[src/rtl/led_text_pkg.sv]
// Shared types and pattern constants for the LED text/pattern walker.
package led_text_pkg;

  typedef enum logic [1:0] {
    S_LEFT  = 2'd0,
    S_RIGHT = 2'd1,
    S_BLINK = 2'd2
  } state_e;

  localparam logic [3:0] LED_RESET       = 4'b0001;
  localparam logic [3:0] LED_RIGHT_START = 4'b0100;
  localparam logic [3:0] LED_ALL_ON      = 4'b1111;
  localparam logic [3:0] LED_LEFT_END    = 4'b1000;
  localparam logic [3:0] LED_RIGHT_END   = 4'b0001;
  localparam logic [1:0] BLINK_LAST      = 2'd3;

  // Prescaler width: enough bits to hold CNT_MAX-1, never less than one bit.
  function automatic int unsigned cnt_w(input int unsigned n);
    return (n > 1) ? $clog2(n) : 1;
  endfunction

endpackage

[src/rtl/led_text_tick.sv]
// Prescaler: free-running 0..CNT_MAX-1 counter with a one-cycle tick on the last count.
module led_text_tick
  import led_text_pkg::*;
#(
  parameter int unsigned CNT_MAX = 25_000_000
) (
  input  logic clk,
  input  logic rst_n,   // active-high despite the name
  output logic tick
);

  localparam int unsigned     CW   = cnt_w(CNT_MAX);
  localparam logic [CW-1:0]   LAST = CW'(CNT_MAX - 1);

  logic [CW-1:0] cnt_q, cnt_d;

  // Tick on the terminal count; wrap to zero on the same cycle.
  always_comb begin
    tick  = (cnt_q == LAST);
    cnt_d = tick ? '0 : cnt_q + CW'(1);
  end

  // Counter register, cleared asynchronously.
  always_ff @(posedge clk or posedge rst_n) begin
    if (rst_n) cnt_q <= '0;
    else       cnt_q <= cnt_d;
  end

endmodule

[src/rtl/led_text.sv]
// LED pattern walker: shift left, shift right, blink twice, repeat; advances once per tick.
module led_text
  import led_text_pkg::*;
#(
  parameter int unsigned CNT_MAX = 25_000_000
) (
  input  logic       clk,
  input  logic       rst_n,   // active-high despite the name
  output logic [3:0] led
);

  logic       tick;
  state_e     state_q, state_d;
  logic [3:0] led_q, led_d;
  logic [1:0] bc_q, bc_d;

  led_text_tick #(.CNT_MAX(CNT_MAX)) u_tick (
    .clk   (clk),
    .rst_n (rst_n),
    .tick  (tick)
  );

  // State, pattern and blink-count registers; everything holds between ticks.
  always_ff @(posedge clk or posedge rst_n) begin
    if (rst_n) begin
      state_q <= S_LEFT;
      led_q   <= LED_RESET;
      bc_q    <= '0;
    end else begin
      state_q <= state_d;
      led_q   <= led_d;
      bc_q    <= bc_d;
    end
  end

  // Next-state: one pattern step per tick; illegal encodings restart the pattern.
  always_comb begin
    state_d = state_q;
    led_d   = led_q;
    bc_d    = bc_q;
    if (tick) begin
      case (state_q)
        S_LEFT: begin
          if (led_q == LED_LEFT_END) begin
            state_d = S_RIGHT;
            led_d   = LED_RIGHT_START;
          end else begin
            led_d = led_q << 1;
          end
        end
        S_RIGHT: begin
          if (led_q == LED_RIGHT_END) begin
            state_d = S_BLINK;
            led_d   = LED_ALL_ON;
            bc_d    = '0;
          end else begin
            led_d = led_q >> 1;
          end
        end
        S_BLINK: begin
          if (bc_q == BLINK_LAST) begin
            state_d = S_LEFT;
            led_d   = LED_RESET;
            bc_d    = '0;
          end else begin
            led_d = ~led_q;
            bc_d  = bc_q + 2'd1;
          end
        end
        default: begin
          state_d = S_LEFT;
          led_d   = LED_RESET;
          bc_d    = '0;
        end
      endcase
    end
  end

  // Output: drive the LEDs straight from the pattern register.
  always_comb begin
    led = led_q;
  end

endmodule

[config.mk]
export PLATFORM = sky130hd
export DESIGN_NAME = led_text
export DESIGN_NICKNAME = d
export VERILOG_FILES = /design/src/rtl/led_text_pkg.sv /design/src/rtl/led_text_tick.sv /design/src/rtl/led_text.sv
export SDC_FILE = /design/constraint.sdc
export NUM_CORES = 1
export LEC_CHECK = 0
export BUFFER_PORTS_ARGS = -buffer_cell sky130_fd_sc_hd__buf_4
export CAP_MARGIN = 20
export CORE_ASPECT_RATIO = 1.4
export CORE_UTILIZATION = 64
export DETAILED_ROUTE_END_ITERATION = 10
export PLACE_DENSITY = 0.8
export SLEW_MARGIN = 10
export SYNTH_ARGS = -nofsm -noshare
export SYNTH_HDL_FRONTEND = slang
export SYNTH_SLANG_ARGS = --single-unit
export TNS_END_PERCENT = 5
[constraint.sdc]
create_clock -name clk -period 4.1 [get_ports clk]
set_input_delay 0.82 -clock clk [delete_from_list [all_inputs] [get_ports clk]]
set_output_delay 0.82 -clock clk [all_outputs]
set_load 0.03 [all_outputs]
==> qor.txt, run 1 <==
Status: finished, final reports clean
Crit-path leading delay family: simple AND/OR/NAND/NOR gates
Setup TNS: 0 ps
Die Ht: 64.6 µm
Count of final hold-check violations: 0
Yosys warns: 0
Largest net degree at the start of global routing: 22
Cells along the critical path: nor4b_1 -> nand4_1 -> nor3_4 -> mux2_2
Die area: 3020 µm²
Critical Path Start Type: register
Routability congestion estimate: 0.881
Post-synth cell types: 42
FP Rows: 22
I/O pin count: 6
Layout area overhead: 5.86%
Max_cap viols: 0
CTS root buf: clkbuf_4
Placed inst area: 1850 µm²
Sink Count: 33
Top cells by count, synth: dfrtp_1 (32), nor2_1 (13), nand2_1 (11), xnor2_1 (9)
Hold WC Path Type: register to register
Post-Synthesis Cells: 176
Register area share after synthesis: 0.461
Register area: 827 µm²
Final setup violating endpoints: 0
Setup CP Type: register to register
Buffers & Inverters on Critical Path: 0
CP endpoint kind: register
First-pass GRT wire length: 6.48 mm
Max Slew Vio Count: 0
EDFF count, synth: 0
Cell Area, Synth: 1790 µm²
Logic pwr share: 0.015
Syn avg cell area: 10.2 µm²
Synth area leaders: dfrtp_1 (45%), xnor2_1 (4.4%), xor2_1 (3.4%)
CTS Buffer Depth: 2
Die Wd: 46.7 µm
Slew HR: 0.473
WP data required: 4330 ps
Syn nets: 180
Post-route DRC: 0
RSZ-0062 raised after global routing: no
Port buffer count: 5
DRT Pass-1 Iters: 4
Clock tree from TritonCTS: done
Post-CTS setup buffers: 0
Layout cells sized above 1: 0.126
Vias: 1405
DP HPWL: 2.72 mm
CP Max Fanout: 18
Async S/R FF share, synth: 1.00
Core Box Area: 2640 µm²
Yosys reg bits: 33
NetSw: 0.111 mW
Vias in the first global route: 1483
Ant. Diodes: 0
Switching share of power: 0.221
CTS Buf Count: 5
Slew @ Worst Pin: 789 ps
Via density: 6.42
Fin crit share: 0.553
All-Layer GR Usage: 0.301
Drt first-iter violations: 57
Worst-path clk slew: 100 ps
Final net count: 186
Crit-path slowest cell: nor3_4
Worst skew pair latency: 330 ps
Post-CTS sizing: 0
Slowest stage delay, CP: 650 ps
Peak supply drop: 0.000190 V
Routed Antenna Nets: 0
Lkg Pwr: 0.815 nW
Initial cell density of the core: 0.679
Top-count cell post-synth: dfrtp_1
Filler cell count: 215
Multi-input logic area: 915 µm²
CTS Hold Bufs: 0
Drt wl/cell: 16.5 µm
Placed cell count: 211
Fmax: 0.441 GHz
Final Cell Area: 1900 µm²
Reg power frac: 0.647
Post-synth top area share: 0.447
Initial antenna violation count: 0
Largest area contributor in the netlist: dfrtp_1
Critical Path AT: 2490 ps
Congestion Overflow GR: 0
Final min period: 2270 ps
Ys flop type: dfrtp_1
Clock power frac: 0.338
Final cell count without fillers: 219
Cell area power density: 265 nW/µm²
H-tree Lvls: 2
Internal cell power: 0.392 mW
Fin Clk Skew: 14.7 ps
Drt total wl: 3.62 mm
==> layout make-up <==
type	count	share of cell area
clock buffer	6	0.0218
clock inverter	2	0.00527
inverter	4	0.00791
multi-input combinational	132	0.482
sequential	33	0.436
tap	36	0.0237
timing repair buffer	6	0.0237
==> worst paths after layout <==
check / startpoint / endpoint / slack, ps / depth (start not counted)
max: u_tick.cnt_q[9] / led[1] / 1830 / 4
max reg2reg: u_tick.cnt_q[9] / led[1] / 1830 / 4
min in group asynchronous: rst_n / u_tick.cnt_q[13] / 610 / 2
min: u_tick.cnt_q[10] / u_tick.cnt_q[10] / 510 / 1
min reg2reg: u_tick.cnt_q[10] / u_tick.cnt_q[10] / 510 / 1
max in group asynchronous: rst_n / u_tick.cnt_q[10] / 2820 / 3
==> state kept, by name (all words and copies together) (netlist names) <==
register and flops:
state_q 2, bc_q 2, u_tick.cnt_q 25, led 4
==> power groups by stage <==
stage          Sequential [mW]  Clock [mW]  Combinational, mW
2_1_floorplan            0.332           0            0.00479
3_3_place_gp             0.332           0            0.00751
3_5_place_dp             0.332           0            0.00784
4_1_cts                  0.325       0.178            0.00785
5_1_grt                  0.325       0.196            0.00907
6_report                 0.325       0.170            0.00732
==> routing by layer <==
metal / part of all wire / global-route usage / vias to the layer above / wire length (µm)
li1: - / - / 670 / -
met1: 0.40 / 0.336 / 695 / 1440
met2: 0.55 / 0.491 / 31 / 1970
met3: 0.033 / 0.0808 / 9 / 118
met4: 0.024 / 0.171 / 0 / 86
met5: 0 / 0 / - / 0
==> worst register-to-register path, delay by kind of cell (launching register included) <==
kind             cells  cell delay (ps)
and+or+nand+nor      3             1320
DFF                  1              430
muxes                1              410
==> placed cells by master, fill, tap and decap left out, types with 2 or more instances in the layout <==
cell type | Yosys | routed
dfrtp_1 | 32 | 32
a21oi_1 | 4 | 4
mux2i_1 | 4 | 4
clkbuf_4 | 0 | 5
buf_4 | 0 | 6
or4_4 | 2 | 2
clkinv_2 | 0 | 2
nor2_1 | 13 | 13
nand2_1 | 11 | 11
nor2b_1 | 2 | 2
o21ai_0 | 6 | 6
and4_1 | 3 | 3
mux2_2 | 2 | 2
and3_1 | 4 | 4
nor4b_1 | 3 | 3
mux2_1 | 3 | 3
a211o_1 | 2 | 2
nand4_1 | 7 | 7
xor2_1 | 7 | 7
o31ai_1 | 4 | 4
a21oi_2 | 2 | 2
or4_1 | 4 | 4
inv_1 | 4 | 4
nor3_1 | 8 | 8
a22oi_1 | 2 | 2
nand3_1 | 8 | 8
ha_1 | 2 | 2
nor3b_1 | 2 | 2
nor4_1 | 7 | 7
xnor2_1 | 9 | 9
==> logic make-up after synthesis <==
kind of cell,count (synthesis),share of synthesized area
buf+inv,11,0.0286
mux,9,0.0537
flops,33,0.461
fa+ha+maj,2,0.0140
xor+xnor,16,0.0782
compound gates,26,0.0991
simple gates,79,0.265
==> through the flow <==
step	hold slack [ps]	utilization	setup WS, ps	total power, mW
2_1_floorplan	458	-	2210	0.336
3_3_place_gp	481	0.699	1940	0.339
3_5_place_dp	500	0.699	1860	0.339
4_1_cts	512	0.718	1850	0.511
5_1_grt	541	0.718	1650	0.531
6_report	508	0.718	1830	0.503
No activity file was read; power rests on OpenSTA's default activity.
==> run 2: changes to the inputs <==
Settings changed: CORE_UTILIZATION 64 to 55, PLACE_DENSITY 0.8 to 0.73.
Clock period 4.1 ns to 2 ns, I/O delays scaled along.
==> run 2 against run 1 <==
Clock skew is 9.0 ps lower. First-iteration DRC count fell by 53%. Sequential share of layout area is 2.1 points lower. Register-to-register slack lost 1700 ps. Utilization decreased by 7.9 points. Power rose to 2.6 times the previous value. Largest power group unchanged. Combinational power grew 110%. Non-clock buffer count up 4. Global-route usage shrank 5.4 points. Clock-buffer cell count is 1 lower. Worst hold slack lost 320 ps.
==> qor.txt, run 2 (synthesis gave the netlist of run 1 again) <==
Clock power frac: 0.480 (+0.142)
CTS Buf Count: 5 (unchanged)
Biggest register: u_tick.cnt_q
WP data required: 2180 ps (-2150 ps)
Final min period: 1840 ps (-432 ps)
First-pass GRT wire length: 6.44 mm (-0.54%)
Setup CP Type: register to register
Drt first-iter violations: 27 (-53%)
Status: finished, final reports clean
Top sig layer: met4
Drt total wl: 3.56 mm (-1.5%)
Largest net degree at the start of global routing: 34 (+55%)
Layout area overhead: 11.3%
Fin crit share: 0.918 (+0.365)
Hold WC Path Type: primary input to asynchronous set/reset pin
Register area: 827 µm² (unchanged)
Initial cell density of the core: 0.574 (-0.104)
I/O pin count: 6 (unchanged)
Fmax: 0.545 GHz (+24%)
Worst-path clk slew: 70 ps (-30 ps)
Internal cell power: 1.04 mW (+170%)
Fin Clk Skew: 5.65 ps (-9.04 ps)
Clock tree from TritonCTS: done
Slew HR: 0.719 (+0.246)
Placed inst area: 1870 µm² (+1.4%)
Core Box Area: 3120 µm² (+18%)
Vias in the first global route: 1411 (-4.9%)
All-Layer GR Usage: 0.246 (-0.0545)
Die Ht: 69.6 µm (+7.6%)
H-tree Lvls: 2 (unchanged)
Max_cap viols: 0 (unchanged)
Port buffer count: 5 (unchanged)
Most common cell after layout, fill and taps aside: dfrtp_1
Count of final hold-check violations: 0 (unchanged)
Worst skew pair latency: 290 ps (-40 ps)
Post-Route M1 WL: 1.50 mm (+4.2%)
Routed Antenna Nets: 0 (unchanged)
Multi-input logic area: 915 µm² (unchanged)
Filler cell count: 272 (+27%)
Final net count: 190 (+2.2%)
CP endpoint kind: register
Congestion Overflow GR: 0 (unchanged)
Lkg Pwr: 0.855 nW (+4.9%)
Vias: 1393 (-0.85%)
Sink Count: 33 (unchanged)
DP HPWL: 2.57 mm (-5.5%)
Routability congestion estimate: 0.774 (-12%)
Max Slew Vio Count: 0 (unchanged)
Met3 routed WL: 108 µm (-8.5%)
Final Cell Area: 2000 µm² (+5.1%)
Ant. Diodes: 0 (unchanged)
CTS Hold Bufs: 0 (unchanged)
CTS root buf: clkbuf_8
Setup TNS: 0 ps (unchanged)
Critical Path AT: 2020 ps (-470 ps)
Critical Path Start Type: register
Logic pwr share: 0.012 (-0.003)
Number of flip-flops in the largest register: 25 (unchanged)
Reg-to-Reg Start: u_tick.cnt_q[9]
Met2 WL: 1.89 mm (-4.3%)
Worst reg-to-reg path cell count: 4 (unchanged)
Drt wl/cell: 15.8 µm (-4.5%)
Final setup violating endpoints: 0 (unchanged)
Slowest stage delay, CP: 440 ps (-210 ps)
DRT Pass-1 Iters: 4 (unchanged)
RSZ-0062 raised after global routing: no
Reg2reg end: bc_q[1]
Cell area power density: 658 nW/µm² (+150%)
Post-route DRC: 0 (unchanged)
NetSw: 0.271 mW (+140%)
Die area: 3500 µm² (+16%)
Initial antenna violation count: 0 (unchanged)
Switching share of power: 0.206 (-0.0143)
Reg2Reg Setup Slack: 160 ps (-1670 ps)
Cells along the critical path: nor4b_1 -> nand4_1 -> a211o_1 -> a32o_1
Via density: 6.16 (-3.9%)
CTS Buffer Depth: 2 (unchanged)
Most frequent cells in the layout: dfrtp_1 (32), nor2_1 (13), nand2_1 (11)
CP Max Fanout: 5 (-13)
FP Rows: 24 (+9.1%)
Die Wd: 50.3 µm (+7.5%)
Slew @ Worst Pin: 416 ps (-373 ps)
Crit-path slowest cell: nor4b_1
Layout cells sized above 1: 0.150 (+0.0240)
Reg power frac: 0.508 (-0.139)
Peak supply drop: 0.000535 V (+180%)
==> run 2: what timing repair did <==
item,CTS,global route
resized for setup,0,0
setup endpoints to repair,0,3
endpoints found under the hold margin,0,0
buffers inserted,0,1
==> run 2: how the worst max path moves through the flow <==
stage / end / slack [ps] / from
detailed placement: state_q[1] / 100 / u_tick.cnt_q[6]
global placement: state_q[1] / 200 / u_tick.cnt_q[6]
finish: bc_q[1] / 160 / u_tick.cnt_q[9]
CTS: state_q[1] / 90 / u_tick.cnt_q[6]
floorplan: bc_q[1] / 110 / led[0]
global route: u_tick.cnt_q[14] / 20 / u_tick.cnt_q[0]
==> run 2: final cells by class <==
| cell class | instances | share of cell area |
|---|---|---|
| repair buffers | 10 | 0.0376 |
| clock buffers | 5 | 0.0345 |
| multi-input cells | 132 | 0.458 |
| well taps | 39 | 0.0245 |
| clock inverters | 3 | 0.0232 |
| flip-flops and latches | 33 | 0.414 |
| inverters | 4 | 0.00752 |
==> run 2: metrics by stage <==
step,hold WS [ps],util,setup WS (ps),power (mW),instances
floorplan,458,-,110,0.690,176
global route,228,0.639,17.4,1.35,226
CTS,201,0.637,90.7,1.33,225
global placement,481,0.600,195,0.696,217
detailed placement,494,0.600,103,0.696,217
finish,192,0.639,164,1.31,226
==> run 2: worst max-delay path, delay by kind of cell, from the launching register on <==
| family | cells | cell delay, ps |
|---|---|---|
| AO/OA/AOI/OAI | 2 | 590 |
| flip-flops | 1 | 420 |
| AND/OR/NAND/NOR | 2 | 720 |
==> run 2: power groups by stage <==
stage	clock, mW	sequential, mW	combinational [mW]
finish	0.631	0.667	0.0154
global route	0.667	0.667	0.0183
CTS	0.643	0.667	0.0163
detailed placement	0	0.680	0.0162
global placement	0	0.680	0.0158
floorplan	0	0.680	0.00983
==> run 2: per-layer routing <==
metal	global-route usage	vias up
met5	0	-
met3	0.0614	6
met2	0.413	19
li1	-	671
met1	0.289	697
met4	0.111	0
